**config.mk**
```make
export PLATFORM = sky130hd
export DESIGN_NAME = me_block_sequencer
export DESIGN_NICKNAME = d
export VERILOG_FILES = /design/src/rtl/me_block_sequencer.sv
export SDC_FILE = /design/constraint.sdc
export NUM_CORES = 1
export LEC_CHECK = 0
export CAP_MARGIN = 10
export CORE_ASPECT_RATIO = 0.6
export CORE_UTILIZATION = 35
export CTS_BUF_LIST = sky130_fd_sc_hd__clkbuf_8
export CTS_CLUSTER_DIAMETER = 30
export CTS_CLUSTER_SIZE = 14
export DETAILED_ROUTE_END_ITERATION = 16
export PLACE_DENSITY = 0.54
export SYNTH_ARGS = -nofsm -noshare
export SYNTH_HDL_FRONTEND = slang
export SYNTH_SLANG_ARGS = --single-unit
```
**constraint.sdc**
```tcl
create_clock -name clock -period 5 [get_ports clock]
set_input_delay 1 -clock clock [delete_from_list [all_inputs] [get_ports clock]]
set_output_delay 1 -clock clock [all_outputs]
set_load 0.01 [all_outputs]
```
**src/rtl/me_block_sequencer.sv**
```systemverilog
// Sequences the motion-estimator core over a run of reference blocks, captures each
// block's result into a small first-word-fall-through FIFO and tracks the run minimum.
module me_block_sequencer #(
    parameter int unsigned FIFO_DEPTH = 4,
    parameter int unsigned IDX_W      = 8,
    parameter int unsigned TIMEOUT    = 1023
) (
    input  logic             clock,
    input  logic             reset,
    input  logic             go,
    input  logic [IDX_W-1:0] num_blocks,
    output logic             me_start,
    input  logic             me_completed,
    input  logic [7:0]       me_best_dist,
    input  logic [3:0]       me_motion_x,
    input  logic [3:0]       me_motion_y,
    output logic             res_valid,
    input  logic             res_ready,
    output logic [IDX_W+16:0] res_data,
    output logic             busy,
    output logic             run_done,
    output logic [7:0]       run_min_dist,
    output logic [IDX_W-1:0] run_min_idx
);

    localparam int unsigned PTR_W  = $clog2(FIFO_DEPTH);
    localparam int unsigned CNT_W  = PTR_W + 1;
    localparam int unsigned TMO_W  = $clog2(TIMEOUT + 1);
    localparam int unsigned DATA_W = IDX_W + 17;

    typedef enum logic [1:0] {
        StIdle,
        StLaunch,
        StWait,
        StNext
    } state_e;

    state_e             r_state;
    logic [IDX_W-1:0]   r_num;
    logic [IDX_W-1:0]   r_idx;
    logic [TMO_W-1:0]   r_tmo;
    logic               r_comp_prev;
    logic               r_me_start;
    logic               r_run_done;
    logic [7:0]         r_min_dist;
    logic [IDX_W-1:0]   r_min_idx;

    logic [DATA_W-1:0]  r_mem [FIFO_DEPTH];
    logic [PTR_W-1:0]   r_wptr;
    logic [PTR_W-1:0]   r_rptr;
    logic [CNT_W-1:0]   r_count;

    logic               w_edge;
    logic               w_tmo_hit;
    logic               w_has_space;
    logic               w_last;
    logic               w_valid;
    logic               w_push;
    logic               w_pop;
    logic [DATA_W-1:0]  w_push_data;

    // Completion edge, timeout, FIFO push/pop decode and the entry to be written.
    always_comb begin
        w_edge      = me_completed && !r_comp_prev;
        w_tmo_hit   = (r_tmo == TMO_W'(TIMEOUT - 1));
        w_has_space = (r_count < CNT_W'(FIFO_DEPTH));
        w_last      = (r_idx == (r_num - IDX_W'(1)));
        w_valid     = (r_count != '0);
        w_pop       = w_valid && res_ready;
        w_push      = (r_state == StWait) && (w_edge || w_tmo_hit);
        // A real completion wins over a timeout landing in the same cycle.
        if (w_edge) begin
            w_push_data = {1'b0, r_idx, me_best_dist, me_motion_x, me_motion_y};
        end else begin
            w_push_data = {1'b1, r_idx, 8'hFF, 4'h0, 4'h0};
        end
    end

    // Previous completion level, so only a fresh rising edge counts as done.
    always_ff @(posedge clock) begin
        if (reset) begin
            r_comp_prev <= 1'b0;
        end else begin
            r_comp_prev <= me_completed;
        end
    end

    // Result FIFO storage, pointers and occupancy.
    always_ff @(posedge clock) begin
        if (reset) begin
            r_wptr  <= '0;
            r_rptr  <= '0;
            r_count <= '0;
            for (int i = 0; i < int'(FIFO_DEPTH); i++) begin
                r_mem[i] <= '0;
            end
        end else begin
            if (w_push) begin
                r_mem[r_wptr] <= w_push_data;
                r_wptr        <= r_wptr + PTR_W'(1);
            end
            if (w_pop) begin
                r_rptr <= r_rptr + PTR_W'(1);
            end
            if (w_push && !w_pop) begin
                r_count <= r_count + CNT_W'(1);
            end else if (!w_push && w_pop) begin
                r_count <= r_count - CNT_W'(1);
            end
        end
    end

    // Run control FSM with registered start/done pulses and run-minimum tracking.
    always_ff @(posedge clock) begin
        if (reset) begin
            r_state    <= StIdle;
            r_num      <= '0;
            r_idx      <= '0;
            r_tmo      <= '0;
            r_me_start <= 1'b0;
            r_run_done <= 1'b0;
            r_min_dist <= 8'hFF;
            r_min_idx  <= '0;
        end else begin
            r_me_start <= 1'b0;
            r_run_done <= 1'b0;
            unique case (r_state)
                StIdle: begin
                    if (go) begin
                        if (num_blocks != '0) begin
                            r_num      <= num_blocks;
                            r_idx      <= '0;
                            r_min_dist <= 8'hFF;
                            r_min_idx  <= '0;
                            r_state    <= StLaunch;
                        end else begin
                            r_run_done <= 1'b1;
                        end
                    end
                end
                StLaunch: begin
                    // Only one block is ever outstanding, so one free slot is enough.
                    if (w_has_space) begin
                        r_me_start <= 1'b1;
                        r_tmo      <= '0;
                        r_state    <= StWait;
                    end
                end
                StWait: begin
                    if (w_edge) begin
                        if (me_best_dist < r_min_dist) begin
                            r_min_dist <= me_best_dist;
                            r_min_idx  <= r_idx;
                        end
                        r_state <= StNext;
                    end else if (w_tmo_hit) begin
                        r_state <= StNext;
                    end else begin
                        r_tmo <= r_tmo + TMO_W'(1);
                    end
                end
                StNext: begin
                    if (w_last) begin
                        r_run_done <= 1'b1;
                        r_state    <= StIdle;
                    end else begin
                        r_idx   <= r_idx + IDX_W'(1);
                        r_state <= StLaunch;
                    end
                end
                default: r_state <= StIdle;
            endcase
        end
    end

    assign me_start     = r_me_start;
    assign run_done     = r_run_done;
    assign busy         = (r_state != StIdle);
    assign res_valid    = w_valid;
    assign res_data     = r_mem[r_rptr];
    assign run_min_dist = r_min_dist;
    assign run_min_idx  = r_min_idx;

endmodule

```
## Yosys cells after proc, flatten, opt, wreduce, memory -nomap -nowiden

Memories as Yosys holds them, arrays and structs flattened. A register that Yosys moved wholly into a read port is not among the register bits.
Cells that the tools add are included.

| storage, ports and cells | value |
|---|---|
| register bits | 54 |
| RAM bits | 100 |
| input port bits | 29 |
| output and inout port bits | 45 |
| memories | 1 |

Memories:

| memory | depth | width | rd ports | clocked after memory_dff | write ports | RTL line | RTL |
|---|---|---|---|---|---|---|---|
| r_mem | 4 | 25 | 1 | 1 | 4 | 48 | `logic [DATA_W-1:0] r_mem [FIFO_DEPTH];` |

| cells by class | value |
|---|---|
| $add $sub $neg | 7 |
| order comparisons | 2 |
| eq/ne operators | 14 |
| multiplexer cells | 41 |
| bitwise gates (word level) | 1 |
| reduce and logical (&&, ||, !) cells | 24 |

Operators by type and width:

| operator | count |
|---|---|
| $mux W8 | 9 |
| $mux W25 | 2 |
| $pmux W8 S2 | 3 |
| $mux W10 | 3 |
| $reduce_or A25 Y1 | 1 |
| $pmux W10 S2 | 1 |
| $mux W2 | 8 |
| $ne A2 B2 Y1 const B | 7 |
| $reduce_and A4 Y1 | 3 |
| $mux W1 | 11 |
| $add A10 B1 Y10 const B | 1 |
| $eq A10 B10 Y1 const B | 1 |
| $reduce_bool A2 Y1 | 5 |
| $add A8 B1 Y8 const B | 1 |
| $eq A8 B8 Y1 | 1 |
| $lt A8 B8 Y1 | 1 |
| $pmux W2 S4 | 1 |
| $reduce_bool A8 Y1 | 1 |
| $sub A8 B1 Y8 const B | 1 |
| $mux W3 | 2 |
| $logic_and A1 B1 Y1 | 5 |
| $reduce_and A5 Y1 | 1 |
| $add A2 B1 Y2 const B | 2 |
| $eq A2 B2 Y1 const B | 2 |
| other kinds (14) | 16 |

## Logic depth before layout (Yosys ltp)

Gate-level depths: netlist of the first run.

| depth | value |
|---|---|
| depth in word-level cells | 9 |
| mapped depth | 12 |
| depth with buffers taken out | 10 |

## Worst setup path before layout of the first run

No wires, ideal clock.

| timing | value |
|---|---|
| path type | input to register |
| start | input me_completed |
| end | register r_count[2] |
| arrival time | 2.976 ns |
| required time | 4.930 ns |
| slack | 1.954 ns |
| stages | 10 |
| buffers on the path | 2 |
| path through | nand2b_1 clkbuf_1 a21oi_1 clkbuf_1 ha_1 inv_1 fa_1 xor2_1 or3_1 a21oi_1 |

| between the ends | value |
|---|---|
| word-level cells in the longest chain between the ends | 6 |
| elaborated cells between the ends (all ways) | 8 |
| classes of those cells | mux (1); reduce/logical (7) |

RTL lines:

| item | RTL line | RTL |
|---|---|---|
| from (decl) | 13 | `input logic me_completed,` |
| $logic_and A1 B1 Y1 * | 64 | `w_edge = me_completed && !r_comp_prev;` |
| $logic_or A1 B1 Y1 * | 70 | `w_push = (r_state == StWait) && (w_edge \|\| w_tmo_hit);` |
| $logic_and A1 B1 Y1 * | 70 |  |
| named net w_push | 58 | `logic w_push;` |
| $logic_not A1 Y1 | 107 | `end else if (!w_push && w_pop) begin` |
| $logic_and A1 B1 Y1 | 107 |  |
| $reduce_bool A2 Y1 (no source line) | -- |  |
| to (signal assigned) | 106 | `r_count <= r_count + CNT_W'(1);` |
| to (signal assigned) | 108 | `r_count <= r_count - CNT_W'(1);` |
| to (decl) | 51 | `logic [CNT_W-1:0] r_count;` |

Mark *: on every way through the listed nets, which the timed path passes. The rest lies on a longest branch.
A chain may end at the register's enable or synchronous reset.

==> results.yml, run 1 <==
worst_setup_path:
  crit_family: "simple AND/OR/NAND/NOR gates"
  critical_path_class: "in2reg"
  cp.buffers_inverters: 2
  cpMostUsedCell: "nand2b_1"
  crit_fanout: 18
  crit_path_cell_trace: "clkdlybuf4s50_1, nand2b_1, and2_1, or2_2, or3_1, nand2b_1, buf_4"
  cp.required_ns: 5.11
  endpoint_kind: "register"
  critPathSlowestCell: "or3_1"
  arrival_ns: 3.89
  cpPeakStageDelay_ns: 0.64
  cp-start-kind: "input pin"
routing:
  ant_nets: 0
  wl_per_cell_um: 17.6
  drt_iter0_markers: 313
  drc: 0
  vias: 4738
  dr.pass1.iters: 5
  avgViaCountPerCell: 5.01
  drt_wl_total_mm: 16.6
global_route:
  grt_pass1_vias: 4687
  grt_pass1_wl_mm: 26.1
  antenna_found_initial: 0
  grt_max_degree: 32
  grt_use_total: 0.163
  overflow: 0
power:
  clkPwrFrac: 0.282
  power_frac_seq: 0.448
  p_leak_nw: 3.14
  power.density_mw_per_mm2: 415
  finalPower_mw: 3.56
  vdd_drop_max_mv: 0.209
  power.share.switching: 0.315
  p_sw_mw: 1.12
  p_int_mw: 2.44
  comb_power_share: 0.270
sta:
  fin_crit_ns: 3.78
  setup_tns_ns: 0
  fin_crit_sh: 0.756
  slew_headroom: 0.347
  finClkSkew_ns: 0.0164
  slew_violations: 0
  tightest_slew_ns: 0.979
  hold_viol_final: 0
  rsz0062_at_grt: "no"
  fmax_ghz: 0.264
  finalSetupViolations: 0
die:
  fp.coreArea_mm2: 0.0200
  ios: 74
  fp-row-count: 40
  fp.dieW_um: 187
  initial_utilization: 0.357
  dieArea_mm2: 0.0210
  chipHeight_um: 113
synthesis:
  yosys_warnings: 0
  synth-edff-count: 100
  syn_area_per_cell_um2: 12.2
  async_flop_share: 0
  syn_nets: 633
  synth_cell_type_count: 67
  ys.flop_type: "edfxtp_1"
  synthDominantCellAreaShare: 0.420
  ys_seq_area_frac: 0.577
  yosys.area.top_type: "edfxtp_1"
  netlist_area_mm2: 0.00715
  ys_ff_latch: 156
  synthCells: 586
  ys_top_cells_by_area: "edfxtp_1 (42%), dfxtp_1 (16%), mux4_2 (7.9%)"
cells_and_area:
  drive_above_1_share: 0.135
  fin_util: 0.429
  diodes: 0
  area_growth_pct: 20.1
  finalNetCount: 706
clock_network:
  postCtsSetupRepairBufs: 0
  cts_root_buf: "clkbuf_8"
  clock-sinks: 156
  clock_latency_ns: 0.43
  cts-resized-gates: 0
  cts.clk_slew.worst_paths_ns: 0.08
  cts_buffers: 17
  htreeDepth: 4
  holdBufCountCts: 0
  cts_tree: "done"
  clockBufferDepth: 2
hold_path:
  hp-class: "reg2reg"
status:
  status: "completed"
place:
  dp_hpwl_mm: 11.6
  gp_congestion: 0.770
  portBuffers: 73
job:
  drv_cap: 0
worst reg2reg max path, stage by stage (launching register included):
cell	delay, ns
dfxtp_1	0.35
inv_1	0.14
ha_1	0.35
nand2b_1	0.36
or2_2	0.53
or3_1	0.64
nand2b_1	0.44
buf_4	0.35
cell usage in the layout (no fill, tap or decap), types with 4 or more instances in the layout:
cell type	synthesis	routed
dfxtp_1	56	55
nor3b_1	4	4
o211ai_1	4	4
and2_1	34	34
clkbuf_8	0	17
nor3_1	6	6
buf_4	1	13
o21ai_1	4	4
nor2_1	113	113
nor4_1	4	4
xnor2_1	19	19
nand4_1	7	7
a2bb2oi_1	8	8
or3_2	4	4
ha_1	17	17
or3_1	6	6
nand2_1	25	25
clkdlybuf4s50_1	1	73
a21boi_2	5	5
edfxtp_1	100	100
inv_1	18	18
mux2i_1	10	10
nand3_1	8	8
nand2b_1	8	8
a21oi_1	9	9
mux4_2	25	25
a22o_1	8	8
xor2_1	6	6
inv_6	0	4
layer usage:
layer  vias to the layer above  wire length, µm  global-route usage
met5                         -                0                   0
met4                         0               79              0.0344
met3                         9              796              0.0372
met2                       119             7130               0.242
met1                      2351             8580               0.244
li1                       2259                -                   -
Yosys cell counts, types with 3 or more instances:
master	n
clkbuf_1	19
and2_1	34
inv_1	18
a21oi_1	9
nor3b_1	4
ha_1	17
nand4_1	7
o21ai_0	3
xor2_1	6
nor2_1	113
or3_1	6
buf_1	6
xnor2_1	19
a2bb2oi_1	8
o211ai_1	4
nor4_1	4
nand2_1	25
mux4_2	25
nand3_1	8
a21boi_2	5
mux2i_1	10
edfxtp_1	100
nor3_1	6
o21ai_1	4
nand2b_1	8
nor2b_1	3
o21ai_2	3
a22o_1	8
dfxtp_1	56
or3_2	4
metrics by stage:
stage	setup slack (ns)	hold slack, ns	instances	area, µm²
after floorplan	1.95	0.477	586	7150
after global placement	0.875	0.458	913	8170
after detailed placement	0.764	0.465	913	8170
after CTS	1.22	0.487	945	8590
after global routing	1.05	0.510	945	8590
final	1.22	0.484	945	8590
cell type report:
class                           count  area (µm²)
Clock buffer                       17         234
Clock inverter                     15         185
Sequential cell                   156        4130
Fill cell                        1885       11400
Multi-Input combinational cell    380        2800
Inverter                           18        67.6
Timing Repair Buffer               86         828
Tap cell                          273         342
state kept, by name, indices dropped and copies added, names as in the netlist, 3 cells and up, named ones only:
register / cells
r_count: 3
r_idx: 8
r_mem: 100
r_num: 8
r_tmo: 10
run_min_dist: 8
run_min_idx: 8
kinds of logic (layout without fill, tap and decap cells):
logic type	Yosys count	in the layout	synth area share
AND/OR/NAND/NOR	239	239	0.165
flip-flops	156	156	0.577
AO/OA/AOI/OAI	62	62	0.0700
buffers and inverters	50	136	0.0311
multiplexers	36	36	0.0943
XOR/XNOR	25	25	0.0306
adder cells (fa/ha/maj)	18	18	0.0325
power by group through the flow:
stage	combinational (mW)	clock [mW]	sequential [mW]
2_1_floorplan	0.680	0	1.54
3_3_place_gp	0.941	0	1.62
3_5_place_dp	0.965	0	1.63
4_1_cts	0.972	1.03	1.60
5_1_grt	1.05	1.09	1.62
6_report	0.963	1.00	1.59
final timing paths:
path	start	end	slack, ns	cells after the start
setup / recovery	me_completed	r_mem[0][21]$_SDFFCE_PN0P_	1.22	7
hold / removal	run_min_dist[7]$_SDFFE_PP1P_	run_min_dist[7]$_SDFFE_PP1P_	0.48	2
setup reg to reg	r_state[0]$_SDFFE_PP0P_	r_mem[0][21]$_SDFFCE_PN0P_	1.50	7
hold reg to reg	run_min_dist[7]$_SDFFE_PP1P_	run_min_dist[7]$_SDFFE_PP1P_	0.48	2
No activity file was read; power rests on OpenSTA's default activity.
==> run 2: changes to the inputs <==
- clock period: 5 -> 3.7 ns (I/O delays scaled with it)
==> run 2 against run 1 <==
  * Sequential share of layout area shrank 0.63 points
  * Non-clock buffer count up 7
  * Die area unchanged
  * Largest power group unchanged
  * Largest cell class unchanged
  * Total power grew 39%
  * Combinational power up 43%
==> results.yml, run 2 (synthesis gave the netlist of run 1 again) <==
global_route:
  overflow: 0
  grt_pass1_vias: 4851
  grt_max_degree: 32
  grt_pass1_wl_mm: 26.6
  antenna_found_initial: 0
  grt_use_total: 0.166
routing:
  ant_nets: 0
  dr.pass1.iters: 4
  drt_iter0_markers: 324
  vias: 4689
  drt_wl_total_mm: 16.4
  wl_per_cell_um: 17.3
  drc: 0
  avgViaCountPerCell: 4.93
cells_and_area:
  finalNetCount: 713
  final_common_cell: "nor2_1"
  most-common-layout-cells: "nor2_1 (113), edfxtp_1 (100), clkdlybuf4s50_1 (73)"
  largest-register: "r_mem"
  fin_util: 0.435
  multi_input_area_mm2: 0.00280
  diodes: 0
  area_growth_pct: 21.7
  nFillCells: 1855
  instances_no_fill: 952
  regArea_mm2: 0.00413
  drive_above_1_share: 0.146
  largestRegisters: "r_mem x100, r_tmo x10"
  largest_reg_flops: 100
sta:
  slew_headroom: 0.401
  fmax_ghz: 0.320
  finClkSkew_ns: 0.0148
  fin_crit_ns: 3.12
  slew_violations: 0
  fin_crit_sh: 0.844
  hold_viol_final: 0
  setup_slack_ns: 0.578
  tightest_slew_ns: 0.895
  finalSetupViolations: 0
  setup_tns_ns: 0
  rsz0062_at_grt: "no"
place:
  pre_cts_slack_ns: 0.454
  portBuffers: 73
  gp_congestion: 0.764
  dp.cells: 920
  dp_hpwl_mm: 11.0
power:
  vdd_drop_max_mv: 0.275
  clkPwrFrac: 0.299
  p_leak_nw: 3.21
  p_sw_mw: 1.55
  power.density_mw_per_mm2: 568
  power_frac_seq: 0.421
  power.share.switching: 0.313
  comb_power_share: 0.280
  p_int_mw: 3.40
die:
  fp.coreArea_mm2: 0.0200
  ios: 74
  fp.dieW_um: 187
  chipHeight_um: 113
  initial_utilization: 0.357
  fp-row-count: 40
  dieArea_mm2: 0.0210
clock_network:
  cts_buffers: 17
  cts_root_buf: "clkbuf_8"
  postCtsSetupRepairBufs: 0
  clock-sinks: 156
  clockBufferDepth: 2
  cts.clk_slew.worst_paths_ns: 0.09
  htreeDepth: 4
  cts_tree: "done"
  clock_latency_ns: 0.44
  holdBufCountCts: 0
  cts-resized-gates: 0
status:
  status: "completed"
job:
  drv_cap: 0
worst_setup_path:
  cp.required_ns: 2.96
  cp-start-kind: "register"
  crit_path_cell_trace: "buf_4, mux4_2, clkdlybuf4s50_1"
  critPathSlowestCell: "mux4_2"
  cp.buffers_inverters: 2
  endpoint_kind: "primary output"
  cpPeakStageDelay_ns: 0.63
  crit_fanout: 25
  crit_family: "buffers and inverters"
  arrival_ns: 2.38
  critical_path_class: "reg2out"
hold_path:
  hp-class: "reg2reg"
run 2: final timing paths:
check	endpoint	slack, ns	depth (start not counted)	start
setup / recovery	res_data[15]	0.58	3	register
hold reg to reg	run_min_dist[0]$_SDFFE_PP1P_	0.47	2	run_min_dist[0]$_SDFFE_PP1P_
setup reg to reg	r_mem[0][17]$_SDFFCE_PN0P_	1.11	7	r_tmo[2]$_SDFFE_PP0P_
hold / removal	run_min_dist[0]$_SDFFE_PP1P_	0.47	2	run_min_dist[0]$_SDFFE_PP1P_
run 2: metrics by stage:
step	cell area (µm²)	hold WS, ns	power [mW]
after detailed placement	8230	0.460	3.52
after floorplan	7150	0.477	3.00
final	8700	0.471	4.94
after global routing	8700	0.491	5.21
after global placement	8230	0.457	3.50
after CTS	8700	0.475	5.00
run 2: per-layer routing:
layer,share of wire,up-vias,global-route usage
met5,0,-,0
met4,0.0077,0,0.0443
met3,0.035,12,0.0369
met2,0.44,88,0.250
met1,0.52,2319,0.240
li1,-,2270,-
run 2: area by class of cell:
| class | count | area share |
|---|---|---|
| repair buffers | 93 | 0.103 |
| clock buffers | 17 | 0.0269 |
| multi-input cells | 380 | 0.322 |
| well taps | 273 | 0.0393 |
| inverters | 18 | 0.00777 |
| flip-flops and latches | 156 | 0.474 |
| clock inverters | 15 | 0.0269 |
run 2: worst reg2reg max path, delay by kind of cell (launching register included):
| family | cells | cell delay (ns) |
|---|---|---|
| and+or+nand+nor | 6 | 1.66 |
| DFF | 1 | 0.41 |
| buffers and inverters | 1 | 0.21 |
run 2: power groups by stage:
stage / sequential [mW] / combinational (mW) / clock, mW
2_1_floorplan: 2.08 / 0.919 / 0
3_3_place_gp: 2.12 / 1.38 / 0
3_5_place_dp: 2.12 / 1.40 / 0
4_1_cts: 2.09 / 1.40 / 1.51
5_1_grt: 2.10 / 1.52 / 1.58
6_report: 2.08 / 1.38 / 1.48
